$ cat src/rtl/led_panel_scanner.sv
// Row/bit-plane scan sequencer: fetches pixels from the frame buffer, shifts one
// bit-plane into the LED driver chain, latches it and shows it for a binary-weighted time.
module led_panel_scanner #(
  parameter int unsigned COLS       = 16,
  parameter int unsigned ROWS       = 16,
  parameter int unsigned BITS       = 4,
  parameter int unsigned CLK_DIV    = 2,
  parameter int unsigned BASE_TICKS = 8
) (
  input  logic                            CLOCK_50,
  input  logic                            reset,
  input  logic                            enable,
  output logic                            fb_rd,
  output logic [$clog2(ROWS*COLS)-1:0]    fb_addr,
  input  logic [3*BITS-1:0]               fb_data,
  output logic                            panel_r,
  output logic                            panel_g,
  output logic                            panel_b,
  output logic                            panel_sclk,
  output logic                            panel_latch,
  output logic                            panel_oe_n,
  output logic [$clog2(ROWS)-1:0]         panel_row,
  output logic                            busy,
  output logic                            frame_done
);

  localparam int unsigned AW       = $clog2(ROWS*COLS);
  localparam int unsigned RW       = $clog2(ROWS);
  localparam int unsigned CLW      = $clog2(COLS);
  localparam int unsigned PW       = (BITS > 1) ? $clog2(BITS) : 1;
  localparam int unsigned DISP_MAX = BASE_TICKS << (BITS - 1);
  localparam int unsigned CNT_MAX  = (DISP_MAX > CLK_DIV) ? DISP_MAX : CLK_DIV;
  localparam int unsigned CW       = $clog2(CNT_MAX + 1);

  typedef enum logic [2:0] {IDLE, FETCH, SHIFT_LO, SHIFT_HI, LATCH, DISPLAY} state_t;

  state_t           state_q, state_d;
  logic [RW-1:0]    row_q, row_d;
  logic [CLW-1:0]   col_q, col_d;
  logic [PW-1:0]    plane_q, plane_d;
  logic [CW-1:0]    cnt_q, cnt_d;

  logic             fb_rd_q, fb_rd_d;
  logic [AW-1:0]    fb_addr_q, fb_addr_d;
  logic             panel_r_q, panel_r_d;
  logic             panel_g_q, panel_g_d;
  logic             panel_b_q, panel_b_d;
  logic             panel_sclk_q, panel_sclk_d;
  logic             panel_latch_q, panel_latch_d;
  logic             panel_oe_n_q, panel_oe_n_d;
  logic [RW-1:0]    panel_row_q, panel_row_d;
  logic             busy_q, busy_d;
  logic             frame_done_q, frame_done_d;

  logic [BITS-1:0]  r_px, g_px, b_px;
  logic [CW-1:0]    disp_last, disp_last_d;
  logic             shift_last;

  always_comb begin
    state_d    = state_q;
    row_d      = row_q;
    col_d      = col_q;
    plane_d    = plane_q;
    cnt_d      = cnt_q;
    panel_r_d  = panel_r_q;
    panel_g_d  = panel_g_q;
    panel_b_d  = panel_b_q;

    r_px       = fb_data[3*BITS-1 -: BITS];
    g_px       = fb_data[2*BITS-1 -: BITS];
    b_px       = fb_data[BITS-1:0];
    disp_last  = (CW'(BASE_TICKS) << plane_q) - CW'(1);
    shift_last = (cnt_q == CW'(CLK_DIV - 1));

    case (state_q)
      IDLE: begin
        if (enable) begin
          state_d = FETCH;
          row_d   = '0;
          col_d   = '0;
          plane_d = '0;
        end
      end
      FETCH: begin
        state_d = SHIFT_LO;
        cnt_d   = '0;
      end
      SHIFT_LO: begin
        // RAM data is only valid in the first cycle after the read strobe
        if (cnt_q == '0) begin
          panel_r_d = r_px[plane_q];
          panel_g_d = g_px[plane_q];
          panel_b_d = b_px[plane_q];
        end
        if (shift_last) begin
          state_d = SHIFT_HI;
          cnt_d   = '0;
        end else begin
          cnt_d = cnt_q + CW'(1);
        end
      end
      SHIFT_HI: begin
        if (shift_last) begin
          cnt_d = '0;
          if (col_q == CLW'(COLS - 1)) begin
            col_d   = '0;
            state_d = LATCH;
          end else begin
            col_d   = col_q + CLW'(1);
            state_d = FETCH;
          end
        end else begin
          cnt_d = cnt_q + CW'(1);
        end
      end
      LATCH: begin
        state_d = DISPLAY;
        cnt_d   = '0;
      end
      DISPLAY: begin
        if (cnt_q == disp_last) begin
          cnt_d = '0;
          if (plane_q != PW'(BITS - 1)) begin
            plane_d = plane_q + PW'(1);
            state_d = FETCH;
          end else begin
            plane_d = '0;
            if (row_q != RW'(ROWS - 1)) begin
              row_d   = row_q + RW'(1);
              state_d = FETCH;
            end else begin
              row_d   = '0;
              state_d = enable ? FETCH : IDLE;
            end
          end
        end else begin
          cnt_d = cnt_q + CW'(1);
        end
      end
      default: state_d = IDLE;
    endcase

    // Outputs are registered from the next state so they line up with state_q
    disp_last_d   = (CW'(BASE_TICKS) << plane_d) - CW'(1);
    fb_rd_d       = (state_d == FETCH);
    fb_addr_d     = (state_d == FETCH) ? AW'(32'(row_d) * COLS + 32'(col_d)) : fb_addr_q;
    panel_sclk_d  = (state_d == SHIFT_HI);
    panel_latch_d = (state_d == LATCH);
    panel_oe_n_d  = (state_d != DISPLAY);
    panel_row_d   = (state_d == LATCH) ? row_d : panel_row_q;
    busy_d        = (state_d != IDLE);
    frame_done_d  = (state_d == DISPLAY) && (cnt_d == disp_last_d) &&
                    (plane_d == PW'(BITS - 1)) && (row_d == RW'(ROWS - 1));
  end

  always_ff @(posedge CLOCK_50) begin
    if (reset) begin
      state_q       <= IDLE;
      row_q         <= '0;
      col_q         <= '0;
      plane_q       <= '0;
      cnt_q         <= '0;
      fb_rd_q       <= 1'b0;
      fb_addr_q     <= '0;
      panel_r_q     <= 1'b0;
      panel_g_q     <= 1'b0;
      panel_b_q     <= 1'b0;
      panel_sclk_q  <= 1'b0;
      panel_latch_q <= 1'b0;
      panel_oe_n_q  <= 1'b1;
      panel_row_q   <= '0;
      busy_q        <= 1'b0;
      frame_done_q  <= 1'b0;
    end else begin
      state_q       <= state_d;
      row_q         <= row_d;
      col_q         <= col_d;
      plane_q       <= plane_d;
      cnt_q         <= cnt_d;
      fb_rd_q       <= fb_rd_d;
      fb_addr_q     <= fb_addr_d;
      panel_r_q     <= panel_r_d;
      panel_g_q     <= panel_g_d;
      panel_b_q     <= panel_b_d;
      panel_sclk_q  <= panel_sclk_d;
      panel_latch_q <= panel_latch_d;
      panel_oe_n_q  <= panel_oe_n_d;
      panel_row_q   <= panel_row_d;
      busy_q        <= busy_d;
      frame_done_q  <= frame_done_d;
    end
  end

  assign fb_rd       = fb_rd_q;
  assign fb_addr     = fb_addr_q;
  assign panel_r     = panel_r_q;
  assign panel_g     = panel_g_q;
  assign panel_b     = panel_b_q;
  assign panel_sclk  = panel_sclk_q;
  assign panel_latch = panel_latch_q;
  assign panel_oe_n  = panel_oe_n_q;
  assign panel_row   = panel_row_q;
  assign busy        = busy_q;
  assign frame_done  = frame_done_q;

endmodule

$ cat config.mk
export PLATFORM = sky130hd
export DESIGN_NAME = led_panel_scanner
export DESIGN_NICKNAME = d
export VERILOG_FILES = /design/src/rtl/led_panel_scanner.sv
export SDC_FILE = /design/constraint.sdc
export NUM_CORES = 1
export LEC_CHECK = 0
export CORE_MARGIN = 2
export CORE_UTILIZATION = 52
export CTS_CLUSTER_SIZE = 10
export DETAILED_ROUTE_END_ITERATION = 10
export DONT_BUFFER_PORTS = 1
export GPL_TIMING_DRIVEN = 0
export MAX_ROUTING_LAYER = met4
export PLACE_DENSITY = 0.67
export SYNTH_ARGS = -nofsm -noshare
export SYNTH_HDL_FRONTEND = slang
export SYNTH_SLANG_ARGS = --single-unit
$ cat constraint.sdc
create_clock -name CLOCK_50 -period 3.15 [get_ports CLOCK_50]
set_input_delay 0.63 -clock CLOCK_50 [delete_from_list [all_inputs] [get_ports CLOCK_50]]
set_output_delay 0.63 -clock CLOCK_50 [all_outputs]
set_load 0.1 [all_outputs]
---- Word-level counts from Yosys, hierarchy flattened ----
Index checks and enable logic that the tools add are counted.
storage, ports and cells
  register bits after elaboration ......... 41
  input port bits ......................... 15
  output and inout bits ................... 21
  word-level logic and storage cells ...... 84
cells by class
  add/subtract/negate cells ............... 7
  magnitude comparators ................... 1
  equality and inequality tests ........... 18
  shift operators ......................... 2
  muxes and demuxes ....................... 31
  reductions and logical operators ........ 9
operators with widths
  cell                   number
  $mux W4                7
  $pmux W7 S3            1
  $pmux W3 S6            1
  $pmux W4 S2            2
  $mux W3                5
  $eq A7 B7 Y1           2
  $mux W7                2
  $shl A4 B2 Y7 const A  2
  $sub A7 B1 Y7 const B  2
  $eq A3 B3 Y1 const B   4
  $eq A3 B2 Y1 const B   3
  $add A4 B1 Y4 const B  2
  $add A8 B4 Y8          1
  $eq A4 B4 Y1 const B   2
  $add A7 B1 Y7 const B  1
  $eq A7 B1 Y1 const B   1
  $logic_not A7 Y1       1
  $bmux W1 S2            3
  $eq A3 B1 Y1 const B   2
  $mux W1                6
  $mux W2                3
  $ne A4 B4 Y1 const B   1
  $pmux W2 S2            1
  $reduce_or A2 Y1       2
  other kinds (9)        11

---- Longest topological paths before layout ----
Gate-level depths: netlist of run 1.
  depth in word-level cells ............... 11
  depth in mapped cells ................... 10
  gate-level depth less buffers ........... 8

---- Worst setup path before layout of run 1 ----
Ideal clock, no wire load.
  path type ............................... register to register
  start point ............................. reg plane_q[0]
  end point ............................... reg fb_addr_q[4], in the netlist fb_addr[4]
  arrival time ............................ 2.503 ns
  path slack .............................. 0.520 ns
  cell stages (with the launch flop) ...... 11
  path buffers ............................ 2
  clock period less this slack ............ 2.630 ns
  cells stage by stage .................... dfxtp_1 -> clkbuf_1 -> inv_1 -> ha_1 -> xnor3_1 -> nor4_4 -> a21oi_2 -> o2111ai_4 -> buf_6 -> mux2i_1 -> nor2_1
between the ends
  longest elaborated chain between the ends .. 6
  elaborated cells on any way between the ends .. 12
  classes of those cells .................. add/sub (2); eq/ne (3); shift (1); mux (6)
RTL lines
  item                                                  RTL line  source
  start, declared                                       40        logic [PW-1:0] plane_q, plane_d;
  start signal, assigned                                178       plane_q <= plane_d;
  $shl A4 B2 Y7                                         72        disp_last = (CW'(BASE_TICKS) << plane_q) - CW'(1);
  $sub A7 B1 Y7                                         72
  $eq A7 B7 Y1                                          121       if (cnt_q == disp_last) begin
  $mux W4 / $mux W3 (equally long branches)             121
  $pmux W4 S2 / $pmux W3 S6 (equally long branches)     75        case (state_q)
  $add A8 B4 Y8 / $eq A3 B1 Y1 (equally long branches)  146       fb_addr_d = (state_d == FETCH) ? AW'(32'(row_d) * COLS + 32'(col_d)) : fb_addr_q;
  end signal, assigned                                  181       fb_addr_q <= fb_addr_d;
  end, declared                                         44        logic [AW-1:0] fb_addr_q, fb_addr_d;
Parallel ways exist; a longest one is shown, timed or not.
A chain may end at the register's enable or synchronous reset.

---- Final worst setup path of run 1 ----
Ends and elaborated chain as after synthesis.

==> implementation parameters, run 1 <==
Parameter                              Value

Clocking
  Post CTS Setup Buffer Count ... 0
  H-tree level count ... 2
  Clock transition time at the flip-flop clock pins of the worst setup and hold paths ... 0.08 ns
  Clock root buffer master ... sky130_fd_sc_hd__clkbuf_8
  Bufs on Longest Clock Path ... 2
  TritonCTS clock tree ... yes
  Clock buffer count from CTS ... 5
  Post-cts hold buffer count ... 0
  Number of gates resized after cts ... 0
  Clk sinks ... 41
  Clock latency at the later pin of the worst-skew pair ... 0.29 ns

Power and ir drop
  Net switching share of the total power ... 0.302
  Final total power ... 1.13 mW
  Total power per unit cell area ... 480 nW/µm²
  Cell leakage power ... 0.850 nW
  Internal power consumption ... 786 µW
  Switching Power ... 340 µW
  Relative contribution of the clock network to total power ... 0.347
  Worst IR drop on VDD ... 0.000328 V
  Seq pwr share ... 0.528
  Fraction of power consumed by combinational cells ... 0.125

Yosys
  Dominant register cell in the synthesized netlist ... sky130_fd_sc_hd__dfxtp_1
  Netlist cell types ... 49
  Synthesized flop and latch total ... 41
  Number of flops mapped to enable cells by yosys ... 0
  Fraction of registers with async set or reset after synthesis ... 0
  Biggest area contributors in the synthesized netlist ... sky130_fd_sc_hd__dfxtp_1 (38%), sky130_fd_sc_hd__nor2_1 (7.4%), sky130_fd_sc_hd__ha_1 (5.2%)
  Most area-hungry cell type in the Yosys netlist ... sky130_fd_sc_hd__dfxtp_1
  Cell area after technology mapping ... 2170 µm²
  Syn Area/Cell ... 8.70 µm²
  Portion of the post-synthesis area used by sequential elements ... 0.377
  Instance count of the mapped netlist ... 250
  Number of nets in the synthesized netlist ... 274
  Proportion of netlist area held by the largest area contributor ... 0.377
  Warnings from Yosys ... 0

Setup path
  Worst Setup Path Type ... register to register
  Cell-by-cell trace of the critical path ... clkbuf_2 -> inv_1 -> ha_1 -> xnor3_1 -> nor4_4 -> a21oi_2 -> o2111ai_4 -> buf_6 -> mux2i_1 -> nor2_1
  Slowest stage delay, CP ... 0.48 ns
  Worst path arrival time ... 3.01 ns
  Number of buffers and inverters on the critical path ... 3
  Slowest CP cell ... sky130_fd_sc_hd__nor4_4
  Launching instance or port of the critical path ... plane_q[0]
  RR Startpoint ... plane_q[0]
  Crit path capture type ... register
  Startpoint type of the worst setup path ... register
  Highest net fanout along the worst path ... 10
  Data required time at the worst endpoint ... 3.32 ns
  Largest delay contributor family on the critical path ... simple AND/OR/NAND/NOR gates

Timing
  Setup-violating endpoint count in the final report ... 0
  Worst-margin pin slew ... 0.982 ns
  Final Slew Violations ... 0
  Setup Skew ... 0.00753 ns
  Final hold vios ... 0
  Final period demand of the worst path ... 2.83 ns
  Remaining max-slew budget at the tightest pin ... 0.345
  Fraction of the cycle the final worst path needs ... 0.899
  Worst Setup Slack, final ... 0.318 ns
  Achievable clock frequency ... 0.353 GHz
  Unrepaired setup endpoints after global routing ... false
  Setup total negative slack ... 0 ns

Global routing
  Number of global-route vias before repair ... 1671
  Global Route met1 Usage ... 0.304
  Met3 capacity usage during global routing ... 0.0455
  Met2 Usage GRT ... 0.340
  GRT Total Usage ... 0.224
  Pin count of the biggest net entering global routing ... 14
  Antenna violations before repair ... 0
  First-pass GRT wire length ... 7670 µm
  Most heavily used metal layer in global routing ... met2
  Remaining global-route overflow ... 0

Die
  Y dimension of the die ... 68.7 µm
  I/O Pins ... 36
  Row count ... 23
  Floorplan Core Area ... 4000 µm²
  Initial Util ... 0.544
  Die W ... 68.7 µm
  Die area ... 4710 µm²

Cells and area
  Total inserted antenna cells ... 0
  Most frequent cells in the layout ... sky130_fd_sc_hd__nor2_1 (43), sky130_fd_sc_hd__dfxtp_1 (41), sky130_fd_sc_hd__nand2_1 (14)
  Post-layout util ... 0.587
  Layout cell share with drive strength beyond 1 ... 0.101
  Relative area change from synthesis to final layout ... 8.00%
  Most common cell after layout, fill and taps aside ... sky130_fd_sc_hd__nor2_1
  Final Cell Area ... 2350 µm²
  Nets@finish ... 281

Hold path
  Worst hold path startpoint ... col_q[0]
  Worst min-delay path class ... register to register

Route
  Vias per inst ... 5.88
  Number of remaining DRC errors ... 0
  Remaining antenna violation count ... 0
  Post-detailed-routing wire length ... 4650 µm
  Violation count after the first detailed-routing iteration ... 105
  Routed WL per cell ... 15.1 µm
  Drt pass-1 iters ... 4
  Via count ... 1811

Placed design
  Post-DP Area ... 2240 µm²
  Buffers added on ports ... 0
  Detailed-placement wirelength estimate ... 3470 µm
  Post-placement setup slack ... 0.127 ns
  Routability-driven placement congestion ratio ... 0.905

Job
  Reported max-cap violation count ... 0

Outcome
  Result of the run ... completed
state kept, by name, indices dropped and copies added, names as in the netlist:
register	flops
panel_g	1
panel_latch	1
busy	1
panel_oe_n	1
fb_addr	8
plane_q	2
col_q	4
state_q	3
panel_row	4
panel_sclk	1
row_q	4
panel_r	1
panel_b	1
cnt_q	7
frame_done	1
fb_rd	1
layout make-up:
type | count | area [µm²]
flip-flops and latches | 41 | 821
plain buffers | 12 | 55.1
clock inverters | 1 | 8.76
multi-input cells | 187 | 1270
fillers | 370 | 1650
inverters | 10 | 37.5
well taps | 50 | 62.6
clock buffers | 7 | 96.3
cells in the mapped netlist (all sizes together) (2+ instances only):
| cell | n |
|---|---|
| mux2i | 4 |
| mux4 | 3 |
| o21ai | 6 |
| xnor2 | 6 |
| ha | 9 |
| xor2 | 3 |
| a21oi | 13 |
| nor3 | 8 |
| nand2b | 2 |
| nand3b | 4 |
| or3b | 2 |
| nor4 | 5 |
| a32oi | 2 |
| nand3 | 9 |
| a31oi | 5 |
| nor2 | 43 |
| o211ai | 2 |
| nand2 | 14 |
| a22oi | 3 |
| a31o | 5 |
| dfxtp | 41 |
| nor4b | 2 |
| or3 | 4 |
| nand4 | 5 |
| a211oi | 8 |
| buf | 2 |
| and2 | 5 |
| inv | 10 |
| clkbuf | 10 |
worst reg2reg max path, cell delays in order (launching register included):
cell	delay [ns]
sky130_fd_sc_hd__dfxtp_1	0.39
sky130_fd_sc_hd__clkbuf_2	0.24
sky130_fd_sc_hd__inv_1	0.07
sky130_fd_sc_hd__ha_1	0.24
sky130_fd_sc_hd__xnor3_1	0.40
sky130_fd_sc_hd__nor4_4	0.48
sky130_fd_sc_hd__a21oi_2	0.14
sky130_fd_sc_hd__o2111ai_4	0.33
sky130_fd_sc_hd__buf_6	0.19
sky130_fd_sc_hd__mux2i_1	0.18
sky130_fd_sc_hd__nor2_1	0.05
power groups by stage:
stage          clock network, mW  registers [mW]  logic (mW)
3_5_place_dp                   0           0.607       0.140
2_1_floorplan                  0           0.604       0.113
5_1_grt                    0.413           0.598       0.159
3_3_place_gp                   0           0.607       0.139
6_report                   0.391           0.595       0.141
4_1_cts                    0.401           0.595       0.141
metrics by stage:
stage,hold slack [ns],instances
2_1_floorplan,0.472,250
3_3_place_gp,0.506,300
3_5_place_dp,0.509,300
4_1_cts,0.523,308
5_1_grt,0.562,308
6_report,0.526,308
final timing paths:
path / to / slack [ns] / cells past startpoint
setup reg to reg: fb_addr[4] / 0.32 / 10
hold / removal: col_q[0] / 0.53 / 2
setup / recovery: fb_addr[4] / 0.32 / 10
hold reg to reg: col_q[0] / 0.53 / 2
per-layer routing:
layer  vias up  wire [µm]
li1        920          -
met1       835       2230
met2        50       2100
met3         6        282
met4         0         38
met5         -          0
cell families (layout without fill, tap and decap cells):
logic type                 count (synthesis)  after routing  share of synthesized area
adders and majority gates                  9              9                     0.0518
muxes                                      8              8                     0.0547
AOI/OAI and AO/OA                         55             55                      0.183
buffers and inverters                     22             30                     0.0420
DFF                                       41             41                      0.377
xor gates and xnor gates                  10             10                     0.0466
and+or+nand+nor                          105            105                      0.245
No activity file was read; power rests on OpenSTA's default activity.
==> run 2, diff against run 1 <==
--- a/config.mk
+++ b/config.mk
@@ -6,13 +6,13 @@
 export NUM_CORES = 1
 export LEC_CHECK = 0
 export CORE_MARGIN = 2
-export CORE_UTILIZATION = 52
+export CORE_UTILIZATION = 62
 export CTS_CLUSTER_SIZE = 10
 export DETAILED_ROUTE_END_ITERATION = 10
 export DONT_BUFFER_PORTS = 1
 export GPL_TIMING_DRIVEN = 0
 export MAX_ROUTING_LAYER = met4
-export PLACE_DENSITY = 0.67
+export PLACE_DENSITY = 0.78
 export SYNTH_ARGS = -nofsm -noshare
 export SYNTH_HDL_FRONTEND = slang
 export SYNTH_SLANG_ARGS = --single-unit
==> run 2 against run 1 <==
Against the previous run: non-clock buffer count stayed put; global-route usage up 3.3 points; die area decreased by 15%; via count grew 4.6%; largest power group unchanged; wire length is 1.1% lower; utilization up 10 points; count of clock-buffer cells in the layout decreased by 1.
==> implementation parameters, run 2 (synthesis gave the netlist of run 1 again) <==
Parameter                              Value

Timing
  Final hold vios ... 0
  Remaining max-slew budget at the tightest pin ... 0.349
  Unrepaired setup endpoints after global routing ... false
  Final period demand of the worst path ... 2.86 ns
  Setup Skew ... 0.00754 ns
  Setup total negative slack ... 0 ns
  Worst-margin pin slew ... 0.975 ns
  Fraction of the cycle the final worst path needs ... 0.910
  Final Slew Violations ... 0
  Setup-violating endpoint count in the final report ... 0
  Achievable clock frequency ... 0.349 GHz

Cells and area
  Most frequent cells in the layout ... sky130_fd_sc_hd__nor2_1 (43), sky130_fd_sc_hd__dfxtp_1 (41), sky130_fd_sc_hd__nand2_1 (14)
  Total inserted antenna cells ... 0
  Largest register FFs ... 8
  Most common cell after layout, fill and taps aside ... sky130_fd_sc_hd__nor2_1
  Nets@finish ... 281
  Layout cell share with drive strength beyond 1 ... 0.0969
  Relative area change from synthesis to final layout ... 6.79%
  Post-layout util ... 0.690

Route
  Remaining antenna violation count ... 0
  Post-detailed-routing wire length ... 4600 µm
  Drt pass-1 iters ... 6
  Violation count after the first detailed-routing iteration ... 111
  Number of remaining DRC errors ... 0
  Routed WL per cell ... 15.1 µm
  Via count ... 1894
  Vias per inst ... 6.23

Clocking
  Clock transition time at the flip-flop clock pins of the worst setup and hold paths ... 0.13 ns
  Clk sinks ... 41
  Clock latency at the later pin of the worst-skew pair ... 0.36 ns
  Clock buffer count from CTS ... 5
  H-tree level count ... 2
  Bufs on Longest Clock Path ... 2
  TritonCTS clock tree ... yes
  Post CTS Setup Buffer Count ... 0
  Clock root buffer master ... sky130_fd_sc_hd__clkbuf_4

Hold path
  Worst min-delay path class ... register to register
  Worst Hold Depth ... 2

Placed design
  Buffers added on ports ... 0
  Routability-driven placement congestion ratio ... 0.884
  Detailed-placement wirelength estimate ... 3330 µm

Global routing
  Remaining global-route overflow ... 0
  GRT Total Usage ... 0.256
  Pin count of the biggest net entering global routing ... 14
  Antenna violations before repair ... 0
  Number of global-route vias before repair ... 1753
  First-pass GRT wire length ... 7900 µm

Die
  I/O Pins ... 36
  Initial Util ... 0.647
  Die W ... 63.2 µm
  Row count ... 21
  Floorplan Core Area ... 3360 µm²
  Die area ... 4000 µm²
  Y dimension of the die ... 63.2 µm

Power and ir drop
  Worst IR drop on VDD ... 0.000314 V
  Cell leakage power ... 0.839 nW
  Total power per unit cell area ... 476 nW/µm²
  Final total power ... 1.10 mW

Job
  Reported max-cap violation count ... 0

Setup path
  Highest net fanout along the worst path ... 10
  Worst path arrival time ... 3.10 ns
  Worst Setup Path Type ... register to register
  Startpoint type of the worst setup path ... register
  Number of cells on the worst reg-to-reg path ... 10
  Data required time at the worst endpoint ... 3.39 ns
  Crit path capture type ... register

Outcome
  Result of the run ... completed
## run 2: per-stage QoR
| step | instance area, µm² | hold WS [ns] | std cells | worst slack, ns |
|---|---|---|---|---|
| global placement | 2230 | 0.502 | 296 | 0.206 |
| CTS | 2320 | 0.530 | 304 | 0.136 |
| floorplan | 2170 | 0.472 | 250 | 0.520 |
| detailed placement | 2230 | 0.510 | 296 | 0.161 |
| global route | 2320 | 0.569 | 304 | 0.0797 |
| finish | 2320 | 0.538 | 304 | 0.285 |
## run 2: repair_timing
action	CTS	global route
hold buffers	0	0
gates resized for setup	0	2
setup endpoints to repair	0	4
## run 2: power by group
part | switching (mW) | internal (mW) | leakage [nW]
clock network | 0.180 | 0.189 | 0.0445
logic | 0.0879 | 0.0528 | 0.463
registers | 0.0632 | 0.532 | 0.332
total | 0.331 | 0.773 | 0.839
## run 2: path summary, 6_finish.rpt
kind / from / end / slack [ns]
hold / removal: col_q[0] / col_q[0] / 0.54
setup / recovery: plane_q[0] / fb_addr[4] / 0.29
hold reg to reg: col_q[0] / col_q[0] / 0.54
setup reg to reg: plane_q[0] / fb_addr[4] / 0.29
## run 2: area by class of cell
type | count | area (µm²)
Inverter | 10 | 37.5
Tap cell | 46 | 57.6
Clock inverter | 2 | 37.5
Sequential cell | 41 | 821
Fill cell | 286 | 1040
Buffer | 12 | 55.1
Clock buffer | 6 | 51.3
Multi-Input combinational cell | 187 | 1260
## run 2: routing by layer
layer,vias up,routed length (µm),track usage
met5,-,0,-
met4,0,57,0.0571
met3,12,312,0.0536
met2,68,2120,0.416
met1,895,2110,0.332
li1,919,-,-
## run 2: worst max-delay path, stage by stage (launching register included)
cell,delay [ns]
sky130_fd_sc_hd__dfxtp_1,0.41
sky130_fd_sc_hd__clkbuf_2,0.24
sky130_fd_sc_hd__inv_1,0.07
sky130_fd_sc_hd__ha_1,0.24
sky130_fd_sc_hd__xnor3_1,0.39
sky130_fd_sc_hd__nor4_4,0.48
sky130_fd_sc_hd__a21oi_2,0.17
sky130_fd_sc_hd__o2111ai_4,0.32
sky130_fd_sc_hd__buf_6,0.19
sky130_fd_sc_hd__mux2i_1,0.18
sky130_fd_sc_hd__nor2_1,0.05
